[src/rtl/regfile_wb_arb.sv]
// Register-file writeback arbiter: a single-cycle pipeline port and a queued
// multi-cycle-unit port share one register-file write port.
module regfile_wb_arb #(
  parameter int DEPTH  = 2,
  parameter int STARVE = 4
) (
  input  logic        i_clk,
  input  logic        i_reset,
  input  logic        i_pipe_wen,
  input  logic [4:0]  i_pipe_waddr,
  input  logic [31:0] i_pipe_wdata,
  input  logic        i_mdu_valid,
  input  logic [4:0]  i_mdu_waddr,
  input  logic [31:0] i_mdu_wdata,
  output logic        o_mdu_ready,
  output logic        o_rf_wen,
  output logic [4:0]  o_rf_waddr,
  output logic [31:0] o_rf_wdata,
  input  logic [4:0]  i_chk_addr1,
  input  logic [4:0]  i_chk_addr2,
  output logic        o_pend_hit,
  output logic        o_stall_req
);

  localparam int PW = (DEPTH > 1) ? $clog2(DEPTH) : 1;
  localparam int CW = $clog2(DEPTH + 1);
  localparam int SW = $clog2(STARVE + 1);

  logic [4:0]       r_addr [DEPTH];
  logic [31:0]      r_data [DEPTH];
  logic [DEPTH-1:0] r_vld;
  logic [PW-1:0]    r_wptr;
  logic [PW-1:0]    r_rptr;
  logic [CW-1:0]    r_count;
  logic [SW-1:0]    r_starve;
  logic             r_rf_wen;
  logic [4:0]       r_rf_waddr;
  logic [31:0]      r_rf_wdata;

  logic             w_pipe_eff;
  logic             w_empty;
  logic             w_ready;
  logic             w_push;
  logic             w_pop;
  logic             w_wr;
  logic [4:0]       w_wr_addr;
  logic [31:0]      w_wr_data;
  logic             w_pend;
  logic [DEPTH-1:0] w_vld_nxt;

  assign w_pipe_eff = i_pipe_wen && (i_pipe_waddr != 5'd0);
  assign w_empty    = (r_count == CW'(0));
  assign w_ready    = (r_count < CW'(DEPTH));
  assign w_push     = i_mdu_valid && w_ready && (i_mdu_waddr != 5'd0);
  assign w_pop      = !w_pipe_eff && !w_empty;
  // A popped entry whose valid bit was cleared by a younger pipeline write still burns the slot.
  assign w_wr       = w_pipe_eff || (w_pop && r_vld[r_rptr]);
  assign w_wr_addr  = w_pipe_eff ? i_pipe_waddr : r_addr[r_rptr];
  assign w_wr_data  = w_pipe_eff ? i_pipe_wdata : r_data[r_rptr];

  // Next valid bits: push sets, pop clears, a matching pipeline write kills older entries.
  always_comb begin
    w_vld_nxt = r_vld;
    for (int i = 0; i < DEPTH; i++) begin
      w_vld_nxt[i] = (w_push && (r_wptr == PW'(i))) ? 1'b1 :
                     (w_pop && (r_rptr == PW'(i))) ? 1'b0 :
                     (w_pipe_eff && (r_addr[i] == i_pipe_waddr)) ? 1'b0 : r_vld[i];
    end
  end

  // Hazard lookup against every still-valid queued destination.
  always_comb begin
    w_pend = 1'b0;
    for (int i = 0; i < DEPTH; i++) begin
      w_pend = w_pend | (r_vld[i] &
               (((i_chk_addr1 != 5'd0) && (r_addr[i] == i_chk_addr1)) ||
                ((i_chk_addr2 != 5'd0) && (r_addr[i] == i_chk_addr2))));
    end
  end

  // Queue payload storage; contents are only meaningful under r_vld.
  always_ff @(posedge i_clk) begin
    if (w_push) begin
      r_addr[r_wptr] <= i_mdu_waddr;
      r_data[r_wptr] <= i_mdu_wdata;
    end
  end

  // Queue control, starvation tracking and registered write port.
  always_ff @(posedge i_clk) begin
    if (i_reset) begin
      r_vld      <= '0;
      r_wptr     <= '0;
      r_rptr     <= '0;
      r_count    <= '0;
      r_starve   <= '0;
      r_rf_wen   <= 1'b0;
      r_rf_waddr <= 5'd0;
      r_rf_wdata <= 32'd0;
    end else begin
      r_vld   <= w_vld_nxt;
      r_count <= r_count + CW'(w_push) - CW'(w_pop);
      if (w_push) begin
        r_wptr <= (r_wptr == PW'(DEPTH - 1)) ? PW'(0) : r_wptr + PW'(1);
      end
      if (w_pop) begin
        r_rptr <= (r_rptr == PW'(DEPTH - 1)) ? PW'(0) : r_rptr + PW'(1);
      end
      if (!w_empty && w_pipe_eff) begin
        r_starve <= (r_starve == SW'(STARVE)) ? r_starve : r_starve + SW'(1);
      end else begin
        r_starve <= '0;
      end
      r_rf_wen <= w_wr;
      if (w_wr) begin
        r_rf_waddr <= w_wr_addr;
        r_rf_wdata <= w_wr_data;
      end
    end
  end

  assign o_mdu_ready = w_ready;
  assign o_pend_hit  = w_pend;
  assign o_stall_req = (r_count == CW'(DEPTH)) || (r_starve == SW'(STARVE));
  assign o_rf_wen    = r_rf_wen;
  assign o_rf_waddr  = r_rf_waddr;
  assign o_rf_wdata  = r_rf_wdata;

endmodule

[config.mk]
export PLATFORM = sky130hd
export DESIGN_NAME = regfile_wb_arb
export DESIGN_NICKNAME = d
export VERILOG_FILES = /design/src/rtl/regfile_wb_arb.sv
export SDC_FILE = /design/constraint.sdc
export NUM_CORES = 1
export LEC_CHECK = 0
export ABC_AREA = 1
export BUFFER_PORTS_ARGS = -buffer_cell sky130_fd_sc_hd__buf_4
export CORE_MARGIN = 8
export CORE_UTILIZATION = 50
export DETAILED_ROUTE_END_ITERATION = 10
export HOLD_SLACK_MARGIN = 0.05
export PLACE_DENSITY_LB_ADDON = 0.2
export SLEW_MARGIN = 0
export SYNTH_ARGS = -nofsm -noshare
export SYNTH_HDL_FRONTEND = slang
export SYNTH_SLANG_ARGS = --single-unit
[constraint.sdc]
create_clock -name i_clk -period 2.79 [get_ports i_clk]
set_input_delay 0.1395 -clock i_clk [delete_from_list [all_inputs] [get_ports i_clk]]
set_output_delay 0.1395 -clock i_clk [all_outputs]
set_load 0.05 [all_outputs]
### After elaboration in Yosys (flattened, before gate mapping)

Memories as Yosys holds them, arrays and structs flattened. A register that Yosys moved wholly into a read port is not among the register bits.
Index checks and enable logic that the tools add are counted.
W data, S select, Z words.

* register bits: 47
* bits in writable memories: 74
* logic and storage cells: 80
* output and inout port bits: 41
* memories kept: 2
* input port bits: 88

Memories
* r_data: words 2, width 32, read ports 1, clocked after memory_dff 1, write ports 1, RTL line 30 `logic [31:0] r_data [DEPTH];`
* r_addr: words 2, width 5, read ports 3, clocked after memory_dff 1, write ports 1, RTL line 29 `logic [4:0] r_addr [DEPTH];`

* bitwise gates (word level): 6
* order comparisons: 2
* equal/unequal tests: 8
* reduce and logical (&&, ||, !) cells: 30
* add/sub/neg operators: 5
* muxes and demuxes: 18

Operator list (count)
* $mux W32: 1
* $eq A5 B5 Y1: 6
* $reduce_bool A5 Y1: 4
* $logic_and A1 B1 Y1: 16
* $mux W1: 16
* $reduce_bool A3 Y1: 2
* $mux W5: 1
* $logic_or A1 B1 Y1: 4
* $add A3 B1 Y3 const B: 1
* $eq A3 B3 Y1 const B: 1
* $not A1 Y1: 3
* $add A1 B1 Y1 const B: 2
* $add A2 B1 Y2: 1
* $and A1 B1 Y1: 2
* $eq A2 B2 Y1 const B: 1
* $logic_not A1 Y1: 2
* $logic_not A2 Y1: 1
* $lt A1 B2 Y1 const B: 1
* $lt A2 B2 Y1 const B: 1
* $reduce_or A2 Y1: 1
* $sub A2 B1 Y2: 1
* $or A1 B1 Y1: 1

### Longest topological paths before layout

Gate-level depths: netlist of the first run.

* word-level depth: 7
* depth in mapped cells: 12
* gate-level depth less buffers: 11

### Worst setup path before layout of the first run

OpenSTA, ideal clock, no wires.

* path type: register to register
* start point: reg r_count[1]
* end point: mem r_addr[1][0], enable pin
* path buffers: 0
* stages on the path, launching flop included: 4
* period minus slack after synthesis: 2.943 ns
* data arrival time: 2.510 ns
* slack: -0.153 ns
* data required time: 2.357 ns
* library setup time: 0.433 ns
* cell sequence: dfxtp_1 -> inv_1 -> nand3_1 -> nor2_1

* longest elaborated chain between the ends: 5

RTL lines
* from (decl): RTL line 34 `logic [CW-1:0] r_count;`
* from (signal assigned): RTL line 102 `r_count <= r_count + CW'(w_push) - CW'(w_pop);`
* $lt A2 B2 Y1: RTL line 53 `assign w_ready = (r_count < CW'(DEPTH));`
* net o_mdu_ready: RTL line 15 `output logic o_mdu_ready,`
* $logic_and A1 B1 Y1 (2 in series): RTL line 54 `assign w_push = i_mdu_valid && w_ready && (i_mdu_waddr != 5'd0);`
* $mux W1: RTL line 83 `if (w_push) begin`
* $mux W1 (implied by the code): RTL line 84 `r_addr[r_wptr] <= i_mdu_waddr;`
* to (decl): RTL line 29

The timed path passes the listed nets, and every way through them passes these cells.

### Worst setup path after layout of the first run

* start point: in i_pipe_waddr[2]
* end point: reg r_count[1]

* longest elaborated chain between the ends: 5

RTL lines
* from (decl): RTL line 10 `input logic [4:0] i_pipe_waddr,`
* $reduce_bool A5 Y1: RTL line 51 `assign w_pipe_eff = i_pipe_wen && (i_pipe_waddr != 5'd0);`
* $logic_and A1 B1 Y1: RTL line 51
* $logic_not A1 Y1: RTL line 55 `assign w_pop = !w_pipe_eff && !w_empty;`
* $logic_and A1 B1 Y1: RTL line 55
* net w_pop: RTL line 44 `logic w_pop;`
* $sub A2 B1 Y2: RTL line 102

The timed path passes the listed nets, and every way through them passes these cells.
A chain may end at the register's enable or synchronous reset.

==> results of run 1 <==
==> worst max-delay path, cell delays in order <==
cell and delay, ps:
dlygate4sd3_1 560, buf_4 160, nor2_1 170, nand3_2 120, nand2_4 170, inv_4 200
nor2_1 150, ha_1 240, inv_1 70, ha_1 150, xor2_1 180, o21ai_0 90
a21oi_1 150
==> flip-flops by register name (all words and copies together), names as in the netlist, named ones only <==
name	count
r_starve	3
r_rptr	1
r_addr	10
r_data	64
r_wptr	1
o_rf_wen	1
o_rf_waddr	5
r_count	2
r_vld	2
o_rf_wdata	32
==> worst paths after layout <==
path,start,end,slack (ps)
worst max register to register,r_count[1]$_SDFF_PP0_,r_addr[1][0]$_DFFE_PP_,1010
worst max-delay path,i_pipe_waddr[2],r_count[1]$_SDFF_PP0_,690
worst min-delay path,i_mdu_valid,r_wptr$_SDFFE_PP0N_,160
worst min register to register,r_wptr$_SDFFE_PP0N_,r_wptr$_SDFFE_PP0N_,480
==> per-layer routing <==
layer / vias up / part of all wire (%) / global-route usage [%] / routed length [um]
met2: 155 / 51 / 35.0 / 7240
met4: 0 / 1.7 / 8.12 / 244
met5: - / 0 / 0 / 0
li1: 2319 / - / - / -
met3: 26 / 6.5 / 6.76 / 923
met1: 2131 / 41 / 22.9 / 5840
==> report_power, final <==
part           switching [mW]  internal, mW
logic                    1.02         0.537
registers               0.130          2.21
clock network           0.808          1.39
total                    1.96          4.13
==> layout make-up <==
cell class | count | area (um^2)
Timing Repair Buffer | 209 | 1770
Tap cell | 140 | 175
Sequential cell | 122 | 3180
Clock buffer | 19 | 432
Fill cell | 750 | 2850
Inverter | 56 | 215
Clock inverter | 13 | 169
Multi-Input combinational cell | 399 | 1850
==> per-stage QoR <==
stage,total power [mW],setup slack (ps)
4_1_cts,6.12,754
3_5_place_dp,3.84,757
5_1_grt,6.40,557
6_report,6.10,687
2_1_floorplan,3.38,463
3_3_place_gp,3.80,838
==> repair_timing <==
item | 4_1_cts | 5_1_grt
hold buffers | 76 | 0
hold endpoints to repair | 117 | 0
endpoints found under the setup margin | 0 | 0
buffers inserted | 0 | 0
==> cell usage in the layout, fill, tap and decap left out, types with 3 or more instances in the layout <==
| cell | instances |
|---|---|
| dfxtp_1 | 47 |
| nand3_1 | 51 |
| edfxtp_1 | 74 |
| nand2_1 | 255 |
| buf_4 | 132 |
| inv_1 | 51 |
| nor2_1 | 20 |
| nor3_1 | 3 |
| clkbuf_16 | 16 |
| xnor2_1 | 8 |
| clkinvlp_4 | 4 |
| nand4_1 | 3 |
| clkinv_4 | 3 |
| xor2_1 | 21 |
| a21oi_1 | 8 |
| bufinv_16 | 3 |
| ha_1 | 4 |
| o21ai_0 | 17 |
| dlygate4sd3_1 | 76 |
==> kinds of logic (layout without fill, tap and decap cells) <==
logic type               count (synthesis)  count (layout)
AO/OA/AOI/OAI                           26              26
buffers and inverters                   77             297
adder cells (fa/ha/maj)                  4               4
flip-flops                             122             122
AND/OR/NAND/NOR                        340             340
XOR/XNOR                                29              29
==> results.toml, run 1 <==
[clock_network]
cts.repair.resized = 0
cts_made_buffers = 17
root_buffer = "clkbuf_8"
path_clk_slew_ps = 60
htree_levels = 4
clockBufferDepth = 2
insertion_delay_ps = 520
cts_tree = "done"
cts_sinks = 122

[route]
avgRoutedWirePerCell_um = 14.9
vias_per_cell = 4.83
dr.pass1.iters = 5
drtIter0Drc = 297
route.final.wire_length_um = 14300
num_vias = 4631
drcViolationCount = 0
ant_nets = 0

[synth]
syn_area_um2 = 5380
synthSimpleGateAreaFrac_pct = 26.0
synth_area_leaders = "edfxtp_1 (41%), dfxtp_1 (18%), nand2_1 (18%)"
synthFlopType = "edfxtp_1"
synthArstFlopShare_pct = 0
synth_edf_count = 74
synth_compound_gate_area_share_pct = 2.63
synth_seq_cells = 122
synth_fa_ha_area_share_pct = 0.931
yosysMostFrequentCell = "nand2_1"
synthCells = 598
yosysSeqAreaShare_pct = 59.2
yosysTopAreaCellShare_pct = 41.3
post_synth.cell_area_avg_um2 = 8.99
synth_largest_area_cell = "edfxtp_1"
synthXorXnorAreaFrac_pct = 4.72
yosys_warnings = 0
synth_common_cells = "nand2_1 (255), edfxtp_1 (74), inv_1 (52), nand3_1 (51), dfxtp_1 (48)"
synth_mux_area_share_pct = 0
syn_nets = 690
synth_top_family_by_area = "simple AND/OR/NAND/NOR gates"
synth_cell_type_count = 25

[layout]
finish.net_count = 897
n_antenna_cell = 0
drive_gt1_share_pct = 21.6
final_util_pct = 73.2
synthToLayoutAreaGrowth_pct = 45.0
stdcell_area_um2 = 7800
fin_cells = 958

[die]
design.die.area_um2 = 14300
coreArea_um2 = 10700
fp-row-count = 38
die_h_um = 120
ios = 129
dieWidth_um = 120
start_util_pct = 50.5

[place]
portBuffers = 128
dp_hpwl_um = 9000
postPlaceCellArea_um2 = 6440
dp.cells = 850
place_congestion = 0.843

[sta]
finalHoldWorstSlack_ps = 155
worstMarginPinSlew_ps = 693
clock_skew_ps = 14.1
min_period_over_period_pct = 75.4
finalSetupViolCount = 0
rsz0062_at_grt = "no"
tns_ps = 0
max_freq_mhz = 476
fin_crit_ps = 2100
hold_viol_final = 0
drv_slew = 0
slew_headroom_pct = 53.7

[worst_setup_path]
path_max_fanout = 35
reg2regPathDepth = 4
end_kind = "flop"
start_kind = "input pin"
critPathRequiredTime_ps = 3240
crit_type = "in2reg"
arrival_ps = 2550

[job]
drv_cap = 0

[global_route]
antenna_found_initial = 0
grt_use_total_pct = 20.4
grt_pass1_wl_um = 23300
grt-ovfl-total = 0
grt_pass1_vias = 4796
grt_max_degree = 38

[worst_hold_path]
holdPathStages = 4
hold_class = "in2reg"

[outcome]
status = "finished clean"

[pwr]
peakVddDrop_mv = 0.424
leakage_nw = 3.65
p_per_area_nw_per_um2 = 782
Power figures use the tool's default switching activity.
==> inputs of run 2 (changes only) <==
--- a/config.mk
+++ b/config.mk
@@ -8,7 +8,7 @@
 export ABC_AREA = 1
 export BUFFER_PORTS_ARGS = -buffer_cell sky130_fd_sc_hd__buf_4
 export CORE_MARGIN = 8
-export CORE_UTILIZATION = 50
+export CORE_UTILIZATION = 48
 export DETAILED_ROUTE_END_ITERATION = 10
 export HOLD_SLACK_MARGIN = 0.05
 export PLACE_DENSITY_LB_ADDON = 0.2
==> constraint.sdc (replaced) <==
create_clock -name i_clk -period 1.78 [get_ports i_clk]
set_input_delay 0.089 -clock i_clk [delete_from_list [all_inputs] [get_ports i_clk]]
set_output_delay 0.089 -clock i_clk [all_outputs]
set_load 0.05 [all_outputs]
==> run 2 against run 1 <==
Against the previous run: the run now ends with setup timing left; utilization fell by 0.56 points; non-clock buffer count rose by 15; clock skew rose by 1.6 ps; die area rose by 3.6%; highest routed layer unchanged; worst hold slack got worse by 7.3 ps.
==> results.toml, run 2 (same netlist as run 1, synthesis figures left out) <==
[outcome]
status = "finished with violations"
violations = "setup timing"

[route]
drcViolationCount = 0
drtIter0Drc = 320
dr.pass1.iters = 5
avgRoutedWirePerCell_um = 15.1
ant_nets = 0
vias_per_cell = 4.90
route.final.wire_length_um = 14700
num_vias = 4770

[clock_network]
cts_sinks = 122
htree_levels = 4
cts_made_buffers = 17
cts_tree = "done"
insertion_delay_ps = 520
clockBufferDepth = 2
root_buffer = "clkbuf_8"
path_clk_slew_ps = 60

[sta]
rsz0062_at_grt = "yes"
drv_slew = 0
finalSetupViolCount = 1
clock_skew_ps = 15.7
worstMarginPinSlew_ps = 438
slew_headroom_pct = 70.8
finalHoldWorstSlack_ps = 148
fin_crit_ps = 1850
hold_viol_final = 0
min_period_over_period_pct = 104
max_freq_mhz = 542
setup_ws_ps = -66.0

[pwr]
p_per_area_nw_per_um2 = 1200
leakage_nw = 3.72
p_comb_share_pct = 27.2
peakVddDrop_mv = 0.663
p_total_mw = 9.46
intPower_mw = 6.39
sequentialPowerShare_pct = 38.8
clkPwrFrac_pct = 34.0
power.switching_mw = 3.07
netSwitchingFraction_pct = 32.5

[layout]
ff_latch_area_um2 = 3180
multiInputGateArea_um2 = 1870
layout_commonest_cell = "nand2_1"
final_util_pct = 72.7
synthToLayoutAreaGrowth_pct = 47.1
layout_common_cells = "nand2_1 (255), buf_4 (144), dlygate4sd3_1 (77), edfxtp_1 (74)"
largest_reg_flops = 64
fillers = 754
regMostFlops = "r_data"
drive_gt1_share_pct = 23.3
finish.net_count = 912

[die]
dieWidth_um = 122
die_h_um = 122
fp-row-count = 38
ios = 129
start_util_pct = 49.4
coreArea_um2 = 10900
design.die.area_um2 = 14800

[global_route]
grt_pass1_vias = 4935
grt_use_total_pct = 20.5
grt_busiest_layer = "met2"
use_met1_pct = 23.4
grt-ovfl-total = 0
grt_max_degree = 39
antenna_found_initial = 1
grtUsageMet3_pct = 6.29
use_met2_pct = 35.1
grt_pass1_wl_um = 23800

[worst_setup_path]
critPathRequiredTime_ps = 1690
end_kind = "output port"
path_max_fanout = 3
crit_type = "reg2out"
arrival_ps = 1760
start_kind = "flop"

[place]
portBuffers = 128
place_congestion = 0.861
dp_hpwl_um = 9530

[worst_hold_path]
hold_class = "in2reg"

[job]
drv_cap = 0
[run 2: changes by cell type in the layout (fill, tap and decap cells not counted), moves of 2 or more]
cell	change
clkinv_2	+2
buf_4	+12
nor2_1	-3
inv_6	-2
nor2_2	+2
[run 2: layout make-up]
cell class,count,area share (%)
repair buffers,224,24.1
inverters,56,2.77
well taps,140,2.21
multi-input cells,399,23.6
flip-flops and latches,122,40.2
clock buffers,19,5.46
clock inverters,12,1.61
diodes,1,0.0316
[run 2: power by group through the flow]
stage,Clock [mW],Combinational (mW),Sequential (mW)
2_1_floorplan,0,1.26,4.05
3_3_place_gp,0,2.33,3.70
3_5_place_dp,0,2.38,3.72
4_1_cts,3.28,2.56,3.66
5_1_grt,3.40,2.84,3.70
6_report,3.22,2.57,3.67
[run 2: worst max-delay path, cell delays in order, from the launching register on]
cell,delay [ps]
edfxtp_1,450
xor2_1,190
nor2_1,140
nand4_1,110
nand2_1,80
nand2_1,50
nand2_1,80
buf_6,150
[run 2: worst paths after layout]
path / start / end / slack, ps / cells after the start
setup / recovery: r_addr[0][2]$_DFFE_PP_ / o_pend_hit / -70 / 7
hold / removal: i_mdu_valid / r_vld[0]$_SDFFE_PP0P_ / 150 / 5
setup reg to reg: r_count[0]$_SDFF_PP0_ / o_rf_waddr[2]$_SDFFE_PP0P_ / 180 / 9
hold reg to reg: o_rf_wdata[4]$_SDFFE_PP0P_ / o_rf_wdata[4]$_SDFFE_PP0P_ / 490 / 2
[run 2: per-layer routing]
metal / vias up / wire (um)
met5: - / 0
met4: 0 / 227
met3: 22 / 1120
met2: 171 / 7280
met1: 2229 / 6040
li1: 2348 / -
[run 2: stage by stage]
stage               instances  worst slack (ps)  area (um^2)  setup TNS (ps)
floorplan                 598              -102         5390           -7690
global placement          857               169         6510               0
detailed placement        857               105         6510               0
CTS                       968              -103         7870            -103
global route              973              -175         7910            -175
finish                    973             -66.0         7910           -66.0
[run 2: repair_timing]
item | in CTS | in global routing
setup buffers | 3 | 4
hold endpoints to repair | 117 | 0
setup endpoints to repair | 1 | 2
resized for setup | 1 | 6
hold buffers | 77 | 0
pin swaps | 2 | 8
